**src/rtl/hd_codec_pkg.sv**
```systemverilog
// Shared definitions for the compact bit-pattern code: field layout, op and FSM state encodings.
package hd_codec_pkg;

  localparam int N_LSB   = 0;
  localparam int N_W     = 6;
  localparam int OP_LSB  = 6;
  localparam int OP_W    = 2;
  localparam int PAD_LSB = 8;

  typedef enum logic [OP_W-1:0] {
    OP_LEAD  = 2'd0,
    OP_TRAIL = 2'd1,
    OP_ISOL  = 2'd2,
    OP_RSVD  = 2'd3
  } op_t;

  typedef enum logic [1:0] {
    S_IDLE  = 2'd0,
    S_SHIFT = 2'd1,
    S_DONE  = 2'd2
  } state_t;

endpackage

```
**src/rtl/hd_mask_step.sv**
```systemverilog
// One reconstruction step: advances the accumulator by k bit positions according to the op.
module hd_mask_step
  import hd_codec_pkg::*;
#(
  parameter int WIDTH = 32,
  parameter int KW    = 6
) (
  input  op_t              op,
  input  logic [WIDTH-1:0] acc,
  input  logic [KW-1:0]    k,
  output logic [WIDTH-1:0] acc_next
);

  logic [WIDTH-1:0] all_ones;
  assign all_ones = {WIDTH{1'b1}};

  // Shifting by k == WIDTH yields zero, so the complements become all-ones as required.
  always_comb begin
    acc_next = acc;
    case (op)
      OP_LEAD:  acc_next = (acc >> k) | ~(all_ones >> k);
      OP_TRAIL: acc_next = (acc << k) | ~(all_ones << k);
      OP_ISOL:  acc_next = acc << k;
      default:  acc_next = acc;
    endcase
  end

endmodule

```
**src/rtl/hd_code_expander.sv**
```systemverilog
// Iterative decoder: accepts one 16-bit pattern code, rebuilds the word STEP bits per cycle,
// and presents the result on a valid/ready output channel.
module hd_code_expander
  import hd_codec_pkg::*;
#(
  parameter int WIDTH  = 32,
  parameter int CODE_W = 16,
  parameter int STEP   = 1
) (
  input  logic              clk,
  input  logic              rst,
  input  logic              in_valid,
  output logic              in_ready,
  input  logic [CODE_W-1:0] in_code,
  output logic              out_valid,
  input  logic              out_ready,
  output logic [WIDTH-1:0]  out_word,
  output logic              out_err,
  output logic              busy
);

  localparam int REM_W = $clog2(WIDTH + 1);
  localparam logic [REM_W-1:0] STEP_R  = REM_W'(STEP);
  localparam logic [REM_W-1:0] WIDTH_R = REM_W'(WIDTH);

  state_t             state_reg, state_next;
  logic [REM_W-1:0]   rem_reg, rem_next;
  logic [WIDTH-1:0]   acc_reg, acc_next;
  op_t                op_reg, op_next;
  logic               err_reg, err_next;
  logic [WIDTH-1:0]   out_word_reg, out_word_next;
  logic               out_err_reg, out_err_next;
  logic               out_valid_reg, out_valid_next;

  logic [REM_W-1:0]   k;
  logic [WIDTH-1:0]   acc_step;
  int                 code_n;
  op_t                code_op;
  logic               code_bad;

  assign code_n   = int'(in_code[N_LSB +: N_W]);
  assign code_op  = op_t'(in_code[OP_LSB +: OP_W]);
  assign code_bad = (code_op == OP_RSVD) || (in_code[CODE_W-1:PAD_LSB] != '0);
  assign k        = (rem_reg < STEP_R) ? rem_reg : STEP_R;

  hd_mask_step #(
    .WIDTH (WIDTH),
    .KW    (REM_W)
  ) u_step (
    .op       (op_reg),
    .acc      (acc_reg),
    .k        (k),
    .acc_next (acc_step)
  );

  always_ff @(posedge clk) begin
    if (rst) begin
      state_reg     <= S_IDLE;
      rem_reg       <= '0;
      acc_reg       <= '0;
      op_reg        <= OP_LEAD;
      err_reg       <= 1'b0;
      out_word_reg  <= '0;
      out_err_reg   <= 1'b0;
      out_valid_reg <= 1'b0;
    end else begin
      state_reg     <= state_next;
      rem_reg       <= rem_next;
      acc_reg       <= acc_next;
      op_reg        <= op_next;
      err_reg       <= err_next;
      out_word_reg  <= out_word_next;
      out_err_reg   <= out_err_next;
      out_valid_reg <= out_valid_next;
    end
  end

  always_comb begin
    state_next     = state_reg;
    rem_next       = rem_reg;
    acc_next       = acc_reg;
    op_next        = op_reg;
    err_next       = err_reg;
    out_word_next  = out_word_reg;
    out_err_next   = out_err_reg;
    out_valid_next = out_valid_reg;
    case (state_reg)
      S_IDLE: begin
        if (in_valid) begin
          op_next    = code_op;
          state_next = S_SHIFT;
          if (code_bad) begin
            // Malformed codes skip reconstruction entirely and report a zero word.
            rem_next = '0;
            acc_next = '0;
            err_next = 1'b1;
          end else begin
            rem_next = (code_n > WIDTH) ? WIDTH_R : REM_W'(code_n);
            acc_next = (code_op == OP_ISOL) ? WIDTH'(1) : '0;
            err_next = (code_n > WIDTH);
          end
        end
      end
      S_SHIFT: begin
        if (rem_reg != '0) begin
          rem_next = rem_reg - k;
          acc_next = acc_step;
        end else begin
          out_word_next  = acc_reg;
          out_err_next   = err_reg;
          out_valid_next = 1'b1;
          state_next     = S_DONE;
        end
      end
      S_DONE: begin
        if (out_ready) begin
          out_valid_next = 1'b0;
          state_next     = S_IDLE;
        end
      end
      default: state_next = S_IDLE;
    endcase
  end

  assign in_ready  = (state_reg == S_IDLE) && !rst;
  assign busy      = (state_reg != S_IDLE);
  assign out_valid = out_valid_reg;
  assign out_word  = out_word_reg;
  assign out_err   = out_err_reg;

endmodule

```
**config.mk**
```make
export PLATFORM = sky130hd
export DESIGN_NAME = hd_code_expander
export DESIGN_NICKNAME = d
export VERILOG_FILES = /design/src/rtl/hd_codec_pkg.sv /design/src/rtl/hd_mask_step.sv /design/src/rtl/hd_code_expander.sv
export SDC_FILE = /design/constraint.sdc
export NUM_CORES = 1
export LEC_CHECK = 0
export CORE_MARGIN = 2
export CORE_UTILIZATION = 27
export DETAILED_ROUTE_END_ITERATION = 10
export GPL_ROUTABILITY_DRIVEN = 0
export SLEW_MARGIN = 10
export SYNTH_ARGS = -nofsm -noshare
export SYNTH_HDL_FRONTEND = slang
export SYNTH_SLANG_ARGS = --single-unit
```
**constraint.sdc**
```tcl
create_clock -name clk -period 3.2 [get_ports clk]
set_input_delay 0.48 -clock clk [delete_from_list [all_inputs] [get_ports clk]]
set_output_delay 0.48 -clock clk [all_outputs]
set_load 0.005 [all_outputs]
```
* Yosys cells after proc, flatten, opt, wreduce, memory -nomap -nowiden *
Index checks and enable logic that the tools add are counted.

operators by class
  add/sub/neg operators = 1
  $lt $le $gt $ge = 2
  equal/unequal tests = 11
  shifts and indexed selects = 4
  mux-type cells = 20
  bitwise logic cells = 5
  reduce and logical (&&, ||, !) cells = 16

operator list
  operator                                                                       number
  32-bit case mux with 3 select lines                                            1
  32-bit two-way mux                                                             2
  32-bit NOT                                                                     2
  32-bit OR                                                                      2
  32-bit case mux with 2 select lines                                            1
  32-bit by 6-bit << shifter with 32-bit output                                  1
  32-bit by 6-bit << shifter with 32-bit output (first input constant)           1
  32-bit by 6-bit right shift with 32-bit output                                 1
  32-bit by 6-bit right shift with 32-bit output (first input constant)          1
  6-bit two-way mux                                                              5
  6-bit case mux with 2 select lines                                             1
  3-bit AND reduction                                                            3
  2-bit equality test (second input constant)                                    4
  2-bit != test (second input constant)                                          4
  8-bit nonzero test                                                             1
  6-bit greater-than comparator (second input constant)                          1
  6-bit by 1-bit less-than comparator with 1-bit output (second input constant)  1
  2-bit two-way mux                                                              3
  2-bit case mux with 3 select lines                                             1
  2-bit nonzero test                                                             3
  6-bit nonzero test                                                             1
  6-bit subtractor                                                               1
  1-bit two-way mux                                                              5
  2-bit by 1-bit equality test with 1-bit output (second input constant)         2
  other kinds (9)                                                                11

word-level totals
  flip-flop bits (word level) = 77
  output and inout bits = 36
  word-level logic and storage cells = 67

* Logic depth before layout (Yosys ltp) *
Gate-level depths: netlist of run 1.

  depth after elaboration = 8
  mapped depth = 9
  depth with buffers taken out = 8

* By module *
From an unflattened synthesis of run 1, not the netlist that was laid out.

second synthesis, totals
  cells, all modules = 945
  area total of the unflattened synthesis = 7759.9 µm²

modules (own cells, without submodules)
  module            instances  cells each  area each (µm²)  sequential area each (µm²)
  hd_mask_step      1          576         4723.3           0.0
  hd_code_expander  1          369         3036.7           1541.5

* Least setup slack after synthesis of run 1 *
No wires, ideal clock.

  path type = register to register
  start point = reg rem_reg[1]
  end point = reg rem_reg[2]
  data arrival time = 2052 ps
  data required time = 3069 ps
  path slack = 1017 ps
  stages on the path, launching flop included = 10
  cells stage by stage = dfxtp_1 -> or4_4 -> nor2_4 -> clkbuf_2 -> or2_2 -> ha_1 -> or3_1 -> o2111ai_1 -> a221oi_1 -> nor3_1

on the way
  word-level cells in the longest chain between the ends = 5

ends and longest elaborated chain
  item                                                   RTL line                 source
  start, declared                                        hd_code_expander.sv:27   logic [REM_W-1:0] rem_reg, rem_next;
  start signal, assigned                                 hd_code_expander.sv:68   rem_reg <= rem_next;
  6-bit by 1-bit less-than comparator with 1-bit output  hd_code_expander.sv:44   assign k = (rem_reg < STEP_R) ? rem_reg : STEP_R;
  6-bit two-way mux                                      hd_code_expander.sv:44
  6-bit subtractor                                       hd_code_expander.sv:106  rem_next = rem_reg - k;
  6-bit two-way mux                                      hd_code_expander.sv:105  if (rem_reg != '0) begin
  6-bit case mux with 2 select lines                     hd_code_expander.sv:87   case (state_reg)

Several ways; a longest one is shown, not always the timed one. The select of a mux whose other input is x is not followed.
A chain may end at the register's enable or synchronous reset.

* Final worst setup path of run 1 *
  start point = reg rem_reg[1]
  end point = reg out_word_reg[0] (netlist: out_word[0])

on the way
  word-level cells in the longest chain between the ends = 3

ends and longest elaborated chain
  item                           RTL line                 source
  6-bit nonzero test             hd_code_expander.sv:105
  1-bit NOT (no line)            n/a
  2-bit AND reduction (no line)  n/a
  end signal, assigned           hd_code_expander.sv:72   out_word_reg <= out_word_next;
  end, declared                  hd_code_expander.sv:31   logic [WIDTH-1:0] out_word_reg, out_word_next;

Every way passes these cells.

==> results of run 1 <==
==> cell type report <==
class / count / area (um^2) / share of cell area
clock buffers: 10 / 239.0 / 0.05247
clock inverters: 5 / 27.53 / 0.006044
inverters: 7 / 26.28 / 0.005769
multi-input cells: 310 / 1879 / 0.4126
flip-flops and latches: 77 / 1541 / 0.3385
well taps: 176 / 220.2 / 0.04835
repair buffers: 65 / 620.6 / 0.1363
==> worst paths after layout <==
kind	start	to	slack, ns	cells after the start
worst max-delay path	rem_reg[1]	out_word[0]	1.01	5
worst min-delay path	out_word[18]	out_word[18]	0.45	2
worst max register to register	rem_reg[1]	out_word[0]	1.01	5
worst min register to register	out_word[18]	out_word[18]	0.45	2
==> cells in the mapped netlist (all sizes together), types with 3 or more instances <==
library cell,count
mux2,28
buf,13
nor2,49
o21ai,31
clkbuf,20
nand2,69
a211oi,32
nor3,5
a21oi,42
inv,7
nand2b,3
o211ai,3
a31oi,4
dfxtp,77
or2,3
or4,4
or3,5
ha,4
==> cells by family (layout without fill, tap and decap cells) <==
logic type	Yosys count	after routing
AND/OR/NAND/NOR	146	146
multiplexers	28	28
flip-flops	77	77
buffers and inverters	40	87
adder cells (fa/ha/maj)	4	4
AO/OA/AOI/OAI	132	132
==> power by group through the flow <==
stage / clock network, mW / registers (mW) / logic [mW]
after floorplan: 0 / 1.26 / 0.874
after CTS: 0.940 / 1.30 / 1.17
final: 0.912 / 1.30 / 1.16
after global routing: 0.982 / 1.33 / 1.30
after global placement: 0 / 1.32 / 1.13
after detailed placement: 0 / 1.32 / 1.16
==> through the flow <==
step                cell area [um^2]  setup slack (ns)  cells  power [mW]
global route                    4554            0.8142    650       3.608
CTS                             4554            0.9896    650       3.411
floorplan                       3602             1.017    427       2.139
detailed placement              4288            0.8378    635       2.481
finish                          4554             1.008    650       3.371
global placement                4288            0.8737    635       2.442
==> critical path, stage by stage, from the launching register on <==
cell and delay [ns]:
dfxtp_1 0.37, or3_4 0.44, nor4_4 0.66, buf_4 0.37, nand2_1 0.13, a21oi_1 0.14
==> per-layer routing <==
metal | vias up | share of wire
li1 | 1598 | -
met1 | 1509 | 0.49
met2 | 56 | 0.46
met3 | 4 | 0.043
met4 | 0 | 0.0075
met5 | - | 0
==> flow_metrics.tcl, run 1 <==
set metrics [dict create \
    status "finished, final reports clean" \
    fmax_mhz 456.2 \
    finalClockSkew_ns 0.005706 \
    min_period_ns 2.192 \
    clk_pin_slew_worst_paths_ns 0.06 \
    synthTopCellsByArea "dfxtp_1 43%, mux2_2 8.8%, nand2_1 7.2%" \
    top_usage_layer "met2" \
    drv_slew 0 \
    worstPathMaxFanout 21 \
    synth_compound_area_frac 0.2299 \
    synthMuxAreaShare 0.08753 \
    cp-start-kind "register" \
    p_leak_nw 1.528 \
    worstSetupPathType "register to register" \
    dp_hpwl_mm 5.845 \
    synthXorXnorAreaFrac 0 \
    synth_top_area_cell "dfxtp_1" \
    initial_utilization 0.2742 \
    use_met3 0.03422 \
    synth_top_area_frac 0.4279 \
    cts_setup_buffers 0 \
    ant_nets 0 \
    ir_drop_mv 0.2914 \
    nets 494 \
    cts-resized-gates 0 \
    hold_violations 0 \
    grt_pass1_vias 3201 \
    setup_viol 0 \
    portBuffers 55 \
    die_area_mm2 0.01428 \
    end_kind "register" \
    dieWidth_um 119.5 \
    cts_made_buffers 9 \
    numClockSinks 77 \
    switchingPower_mw 1.201 \
    synth_edf_count 0 \
    clock_latency_ns 0.33 \
    seq_area_frac_synth 0.4279 \
    drt_first_pass_iters 5 \
    ys.flop_type "dfxtp_1" \
    pwr-share-seq 0.386 \
    diodes 0 \
    ioPinCount 56 \
    synth_warnings 0 \
    grt_overflow 0 \
    cts_tree "yes" \
    area_delta_synth_final_pct 26.43 \
    post-route-period-util 0.6849 \
    power.density_mw_per_mm2 740.2 \
    drc 0 \
    grtUsageTotal 0.1276 \
    drv_cap 0 \
    fp-row-count 42 \
    comb_power_share 0.343 \
    rsz0062_at_grt "false" \
    synth_top_family_by_area "compound AO/OA/AOI/OAI gates" \
    wl_per_cell_um 13.68 \
    root_buffer "clkbuf_16" \
    crit_arrival_ns 2.45 \
    layout_commonest_cell "dfxtp_1" \
    antenna_found_initial 0 \
    fillers 1361 \
    drive_gt1_frac 0.1414 \
    crit_required_ns 3.46 \
    clk_path_buf_depth 2 \
    swShare 0.3563 \
    synth_seq_cells 77 \
    drt-initial-drc-count 149 \
    core_area_mm2 0.01314 \
    grt_max_degree 78 \
    use_met2 0.2007 \
    routed_via_density 4.872 \
    die_h_um 119.5 \
    tightest_slew_ns 0.8162 \
    totalWireLength_mm 8.889 \
    max_slew_margin 0.4559 \
    intPower_mw 2.170 \
    use_met1 0.1639 \
    power_frac_clock 0.271 \
    synthAdderAreaFrac 0.01389 \
    final.setup.tns_ns 0 \
    hold_buffers 0 \
    vias 3167 \
    min_path_type "register to register" \
    netlist_area_mm2 0.003602 \
    whs_ns 0.4544 \
    grt_pass1_wl_mm 14.96 \
    cts_max_level 3 \
    final_cell_mix "77 x dfxtp_1, 69 x nand2_1, 54 x clkdlybuf4s50_1" \
    synthArstFlopShare 0 \
    synth.distinct_cells 50 \
    syn_nets 451 \
    synth_cells 427 \
    utilization 0.3467 \
    synth_area_per_cell_um2 8.436 \
    synth_simple_gate_area_frac 0.1869 \
]
Power figures use the tool's default switching activity.
==> inputs of run 2 (changes only) <==
==> constraint.sdc (replaced) <==
create_clock -name clk -period 2 [get_ports clk]
set_input_delay 0.3 -clock clk [delete_from_list [all_inputs] [get_ports clk]]
set_output_delay 0.3 -clock clk [all_outputs]
set_load 0.005 [all_outputs]
==> run 2 against run 1 <==
Against the previous run:
- utilization grew 1.8 points
- global-route usage hardly changed
- sequential power up 60%
- critical path depth is 3 higher
- cell count grew 2.5%
- clock-buffer cell count stayed put
- fmax is 10% higher
- critical endpoint is now rem_reg[2]
- largest power group is now combinational cells
==> flow_metrics.tcl, run 2 (synthesis gave the netlist of run 1 again) <==
set metrics [dict create \
    drt_first_pass_iters 5 \
    tightest_slew_ns 0.5117 \
    antenna_found_initial 0 \
    final_cell_mix "73 x dfxtp_1, 69 x nand2_1, 54 x clkdlybuf4s50_1" \
    crit_required_ns 2.20 \
    diodes 0 \
    root_buffer "clkbuf_16" \
    worstSetupPathType "register to register" \
    grt_max_degree 78 \
    clk_pin_slew_worst_paths_ns 0.06 \
    vias 3224 \
    utilization 0.3646 \
    worstPathMaxFanout 3 \
    rsz0062_at_grt "true" \
    routed_via_density 4.841 \
    setup_viol 0 \
    totalWireLength_mm 9.093 \
    place_area_mm2 0.004441 \
    hold_buffers 0 \
    wl_per_cell_um 13.65 \
    drt-initial-drc-count 177 \
    initial_utilization 0.2742 \
    post-route-period-util 0.9964 \
    postLayoutCellArea_mm2 0.004790 \
    fp-row-count 42 \
    portBuffers 55 \
    power.density_mw_per_mm2 1216 \
    dp_hpwl_mm 5.921 \
    grtUsageTotal 0.1277 \
    core_area_mm2 0.01314 \
    drive_gt1_frac 0.1837 \
    ir_drop_mv 0.5778 \
    area_delta_synth_final_pct 32.96 \
    grt_pass1_wl_mm 15.28 \
    grt_pass1_vias 3186 \
    max_slew_margin 0.6582 \
    status "finished, final reports clean" \
    drv_cap 0 \
    dieWidth_um 119.5 \
    drv_slew 0 \
    min_period_ns 1.993 \
    cp-start-kind "register" \
    finalClockSkew_ns 0.005272 \
    crit_arrival_ns 2.19 \
    p_leak_nw 1.626 \
    min_path_type "register to register" \
    fmax_mhz 501.8 \
    cts_tree "yes" \
    die_area_mm2 0.01428 \
    die_h_um 119.5 \
    drc 0 \
    nets 509 \
    cts_made_buffers 9 \
    cts_max_level 3 \
    end_kind "register" \
    hold_violations 0 \
    ioPinCount 56 \
    layout_commonest_cell "dfxtp_1" \
    grt_overflow 0 \
    final.setup.tns_ns 0 \
    numClockSinks 77 \
    clk_path_buf_depth 2 \
    clock_latency_ns 0.32 \
    ant_nets 0 \
]
run 2: cell types whose count changed in the layout (fill, tap and decap cells not counted), sizes merged:
| cell | delta |
|---|---|
| clkinv | -2 |
| bufinv | +1 |
| clkinvlp | +1 |
| inv | +1 |
| buf | +15 |
run 2: critical path, cell delays in order (launching register included):
cell and delay [ns]:
dfxtp_4 0.34, or4_4 0.54, nor2_4 0.13, or2_4 0.13, ha_4 0.14, or3_4 0.12, o2111ai_4 0.12, a221oi_2 0.27
nor3_1 0.07
run 2: cell type report:
class | instances | area (um^2)
fillers | 1364 | 8348
multi-input cells | 310 | 1923
flip-flops and latches | 77 | 1549
repair buffers | 80 | 770.7
clock buffers | 10 | 229.0
well taps | 176 | 220.2
clock inverters | 6 | 71.32
inverters | 7 | 26.28
run 2: through the flow:
step / setup WS, ns / hold slack [ns] / power [mW] / cells
2_1_floorplan: -0.1055 / 0.4319 / 3.480 / 427
3_3_place_gp: -0.1529 / 0.4430 / 4.095 / 648
3_5_place_dp: -0.1689 / 0.4478 / 4.148 / 648
4_1_cts: 0.001870 / 0.4558 / 5.801 / 664
5_1_grt: -0.08833 / 0.4719 / 6.213 / 666
6_report: 0.007119 / 0.4523 / 5.825 / 666
run 2: path summary, 6_finish.rpt:
path / start / endpoint / slack [ns] / depth (start not counted)
setup / recovery: rem_reg[2] / rem_reg[2] / 0.007 / 8
hold / removal: out_word[13] / out_word[13] / 0.45 / 2
setup reg to reg: rem_reg[2] / rem_reg[2] / 0.007 / 8
hold reg to reg: out_word[13] / out_word[13] / 0.45 / 2
run 2: per-layer routing:
metal / share of wire / up-vias / global-route usage
li1: - / 1642 / -
met5: 0 / - / 0
met2: 0.46 / 81 / 0.1964
met4: 0.010 / 0 / 0.03456
met1: 0.48 / 1495 / 0.1788
met3: 0.050 / 6 / 0.03089
run 2: where the power goes:
part / total, mW / leakage (nW) / switching (mW) / internal [mW]
clock network: 1.61 / 0.139 / 0.639 / 0.975
registers: 2.08 / 0.629 / 0.267 / 1.81
logic: 2.13 / 0.858 / 1.14 / 0.994
total: 5.82 / 1.63 / 2.04 / 3.78
run 2: timing repair:
item                                    CTS  global route
pin swaps                                 4             6
resized for setup                         4             4
endpoints found under the setup margin    1            13
setup buffers                             0             2
==> inputs of run 3 (changes only) <==
--- a/config.mk
+++ b/config.mk
@@ -12,4 +12,5 @@
 export SLEW_MARGIN = 10
 export SYNTH_ARGS = -nofsm -noshare
 export SYNTH_HDL_FRONTEND = slang
+export SYNTH_HIERARCHICAL = 1
 export SYNTH_SLANG_ARGS = --single-unit
==> constraint.sdc (replaced) <==
create_clock -name clk -period 2.3 [get_ports clk]
set_input_delay 0.345 -clock clk [delete_from_list [all_inputs] [get_ports clk]]
set_output_delay 0.345 -clock clk [all_outputs]
set_load 0.005 [all_outputs]
==> run 3 against run 2 <==
Against the previous run:
- the flow now finishes with violations (setup timing)
- synthesized area rose by 120%
- fmax down 26%
- sequential power is 21% lower
- first-iteration DRC count grew to 9.7 times the previous value
- synthesized cell count increased by 120%
- global-route usage rose by 9.4 points
- cell count grew 130%
- utilization up 1.1 points
- register-to-register slack got worse by 0.39 ns
- clock power rose by 3%
- critical endpoint is now acc_reg[6]
- largest cell class unchanged
==> flow_metrics.tcl, run 3 <==
set metrics [dict create \
    status "complete, but fails checks" \
    violations "setup timing" \
    ir_drop_mv 0.6073 \
    grt_max_degree 81 \
    layout_commonest_cell "buf_4" \
    area_delta_synth_final_pct 37.76 \
    vias 9408 \
    root_buffer "clkbuf_16" \
    final_cell_mix "169 x buf_4, 153 x nand2_1, 85 x a21oi_1" \
    max_slew_margin 0.4868 \
    cts_made_buffers 9 \
    setup_viol 32 \
    end_kind "register" \
    synth.distinct_cells 88 \
    grt_pass1_wl_mm 52.47 \
    ys.flop_type "dfxtp_1" \
    synth_most_common_cell "nand2_1" \
    clock_latency_ns 0.37 \
    grt_overflow 0 \
    dp_hpwl_mm 23.73 \
    fp-row-count 62 \
    cp_common_cell "buf_6" \
    rr_startpoint "rem_reg[0]" \
    power.density_mw_per_mm2 772.1 \
    nets 1133 \
    numClockSinks 77 \
    finalClockSkew_ns 0.01237 \
    post-route-period-util 1.165 \
    drt_first_pass_iters 7 \
    tightest_slew_ns 0.7617 \
    initial_utilization 0.2726 \
    antenna_found_initial 0 \
    seq_area_frac_synth 0.1986 \
    crit_arrival_ns 2.89 \
    worstPathMaxFanout 6 \
    synth_edf_count 0 \
    r2r_slack_ns -0.38 \
    ff2ff_path_depth 11 \
    grt_pass1_vias 8723 \
    min_from "rst" \
    synth_warnings 6 \
    drc 0 \
    cts_tree "yes" \
    post-place-ws_ns -0.5742 \
    die_h_um 173.5 \
    drv_slew 0 \
    totalWireLength_mm 34.64 \
    fmax_mhz 373.1 \
    synth_top_area_cell "dfxtp_1" \
    crit_end "acc_reg[6]" \
    power_mw 8.254 \
    startpoint "rem_reg[0]" \
    slowest_delay_ns 0.42 \
    synth_area_per_cell_um2 8.212 \
    wl_per_cell_um 23.08 \
    min_path_type "primary input to register" \
    multiInputGateArea_mm2 0.006205 \
    hold_buffers 0 \
    hold_violations 0 \
    synth_top_area_frac 0.1986 \
    drive_gt1_frac 0.3518 \
    crit_required_ns 2.51 \
    drt-initial-drc-count 1723 \
    use_met3 0.06184 \
    use_met2 0.3245 \
    ioPinCount 56 \
    synthArstFlopShare 0 \
    rsz0062_at_grt "true" \
    use_met1 0.2979 \
    cp-start-kind "register" \
    p_leak_nw 3.777 \
    cts_max_level 3 \
    final.setup.tns_ns -7.986 \
    routed_via_density 6.268 \
    ant_nets 0 \
    top_usage_layer "met2" \
    min_period_ns 2.680 \
    synth_seq_cells 77 \
    synth_cells 945 \
    synth_common_cells "156 x nand2_1, 98 x a21oi_1, 77 x dfxtp_1, 73 x nor2_1, 56 x mux4_2" \
    fillers 2878 \
    portBuffers 55 \
    die_area_mm2 0.03011 \
    clk_path_buf_depth 2 \
    synthTopCellsByArea "dfxtp_1 20%, mux4_2 16%, nand2_1 7.5%" \
    grtUsageTotal 0.2217 \
    core_area_mm2 0.02847 \
    r2r_end "acc_reg[6]" \
    dieWidth_um 173.5 \
    crit_chain "nor4_4 -> buf_6 -> nand2_8 -> buf_6 -> mux4_2 -> mux2_4 -> o32ai_2 -> a311oi_1 -> o32a_1 -> nand3_1 -> a21oi_1" \
    ff_latch_area_mm2 0.001544 \
    netlist_area_mm2 0.007760 \
    clk_pin_slew_worst_paths_ns 0.07 \
    diodes 0 \
    worstSetupPathType "register to register" \
    worst_path_max_delay_cell "mux4_2" \
    setup_ws_ns -0.3802 \
    drv_cap 0 \
]
[run 3: changes by cell type after synthesis, moves of 22 or more]
cell / delta
a211oi_1: -27
a21oi_1: +57
clkbuf_1: +27
mux2i_1: +39
mux4_2: +56
nand2_1: +87
nand3_1: +45
nor2_1: +25
o21ai_0: +22
[run 3: power breakdown]
part | internal, mW | total (mW) | switching [mW]
sequential | 1.45 | 1.65 | 0.201
combinational | 2.40 | 4.95 | 2.55
clock | 0.967 | 1.66 | 0.692
[run 3: cell families after synthesis]
logic type / synth area share
simple gates: 0.1935
fa+ha+maj: 0.001612
compound gates: 0.2407
xor+xnor: 0.001129
other cells: 0.0004833
buf+inv: 0.08191
mux: 0.2820
flops: 0.1986
[run 3: repair_timing]
| action | CTS | global route |
|---|---|---|
| gates cloned | 2 | 0 |
| endpoints found under the hold margin | 0 | 0 |
| setup endpoints to repair | 32 | 32 |
| buffers inserted | 23 | 13 |
| pin swaps | 25 | 27 |
| resized for setup | 71 | 60 |
[run 3: final cells by class]
class	instances	share of cell area
Inverter	15	0.005267
Tap cell	384	0.04494
Multi-Input combinational cell	769	0.5804
Clock buffer	9	0.02107
Timing Repair Buffer	240	0.1942
Sequential cell	77	0.1444
Clock inverter	7	0.009714
[run 3: worst min-delay path by stage]
stage,end,cells past startpoint
6_report,acc_reg[3],3
5_1_grt,acc_reg[3],3
4_1_cts,rem_reg[0],3
3_5_place_dp,out_word[14],2
3_3_place_gp,out_word[29],2
2_1_floorplan,out_err,2
[run 3: through the flow]
| stage | cells | hold WS (ns) | instance area [um^2] | utilization |
|---|---|---|---|---|
| CTS | 1488 | 0.4076 | 10290 | 0.3613 |
| finish | 1501 | 0.4177 | 10690 | 0.3755 |
| detailed placement | 1447 | 0.4467 | 9479 | 0.3330 |
| floorplan | 958 | 0.4287 | 7835 | - |
| global route | 1501 | 0.4372 | 10690 | 0.3755 |
| global placement | 1447 | 0.4459 | 9479 | 0.3330 |
[run 3: layer usage]
layer / up-vias / share of wire
met5: - / 0
met3: 216 / 0.13
li1: 3910 / -
met2: 795 / 0.42
met4: 0 / 0.065
met1: 4487 / 0.39
[run 3: worst max-delay path: cells and delay by family (launching register included)]
kind	cells	cell delay, ns
flip-flops	1	0.33
AO/OA/AOI/OAI	4	0.68
multiplexers	2	0.74
buffers and inverters	2	0.31
AND/OR/NAND/NOR	3	0.45
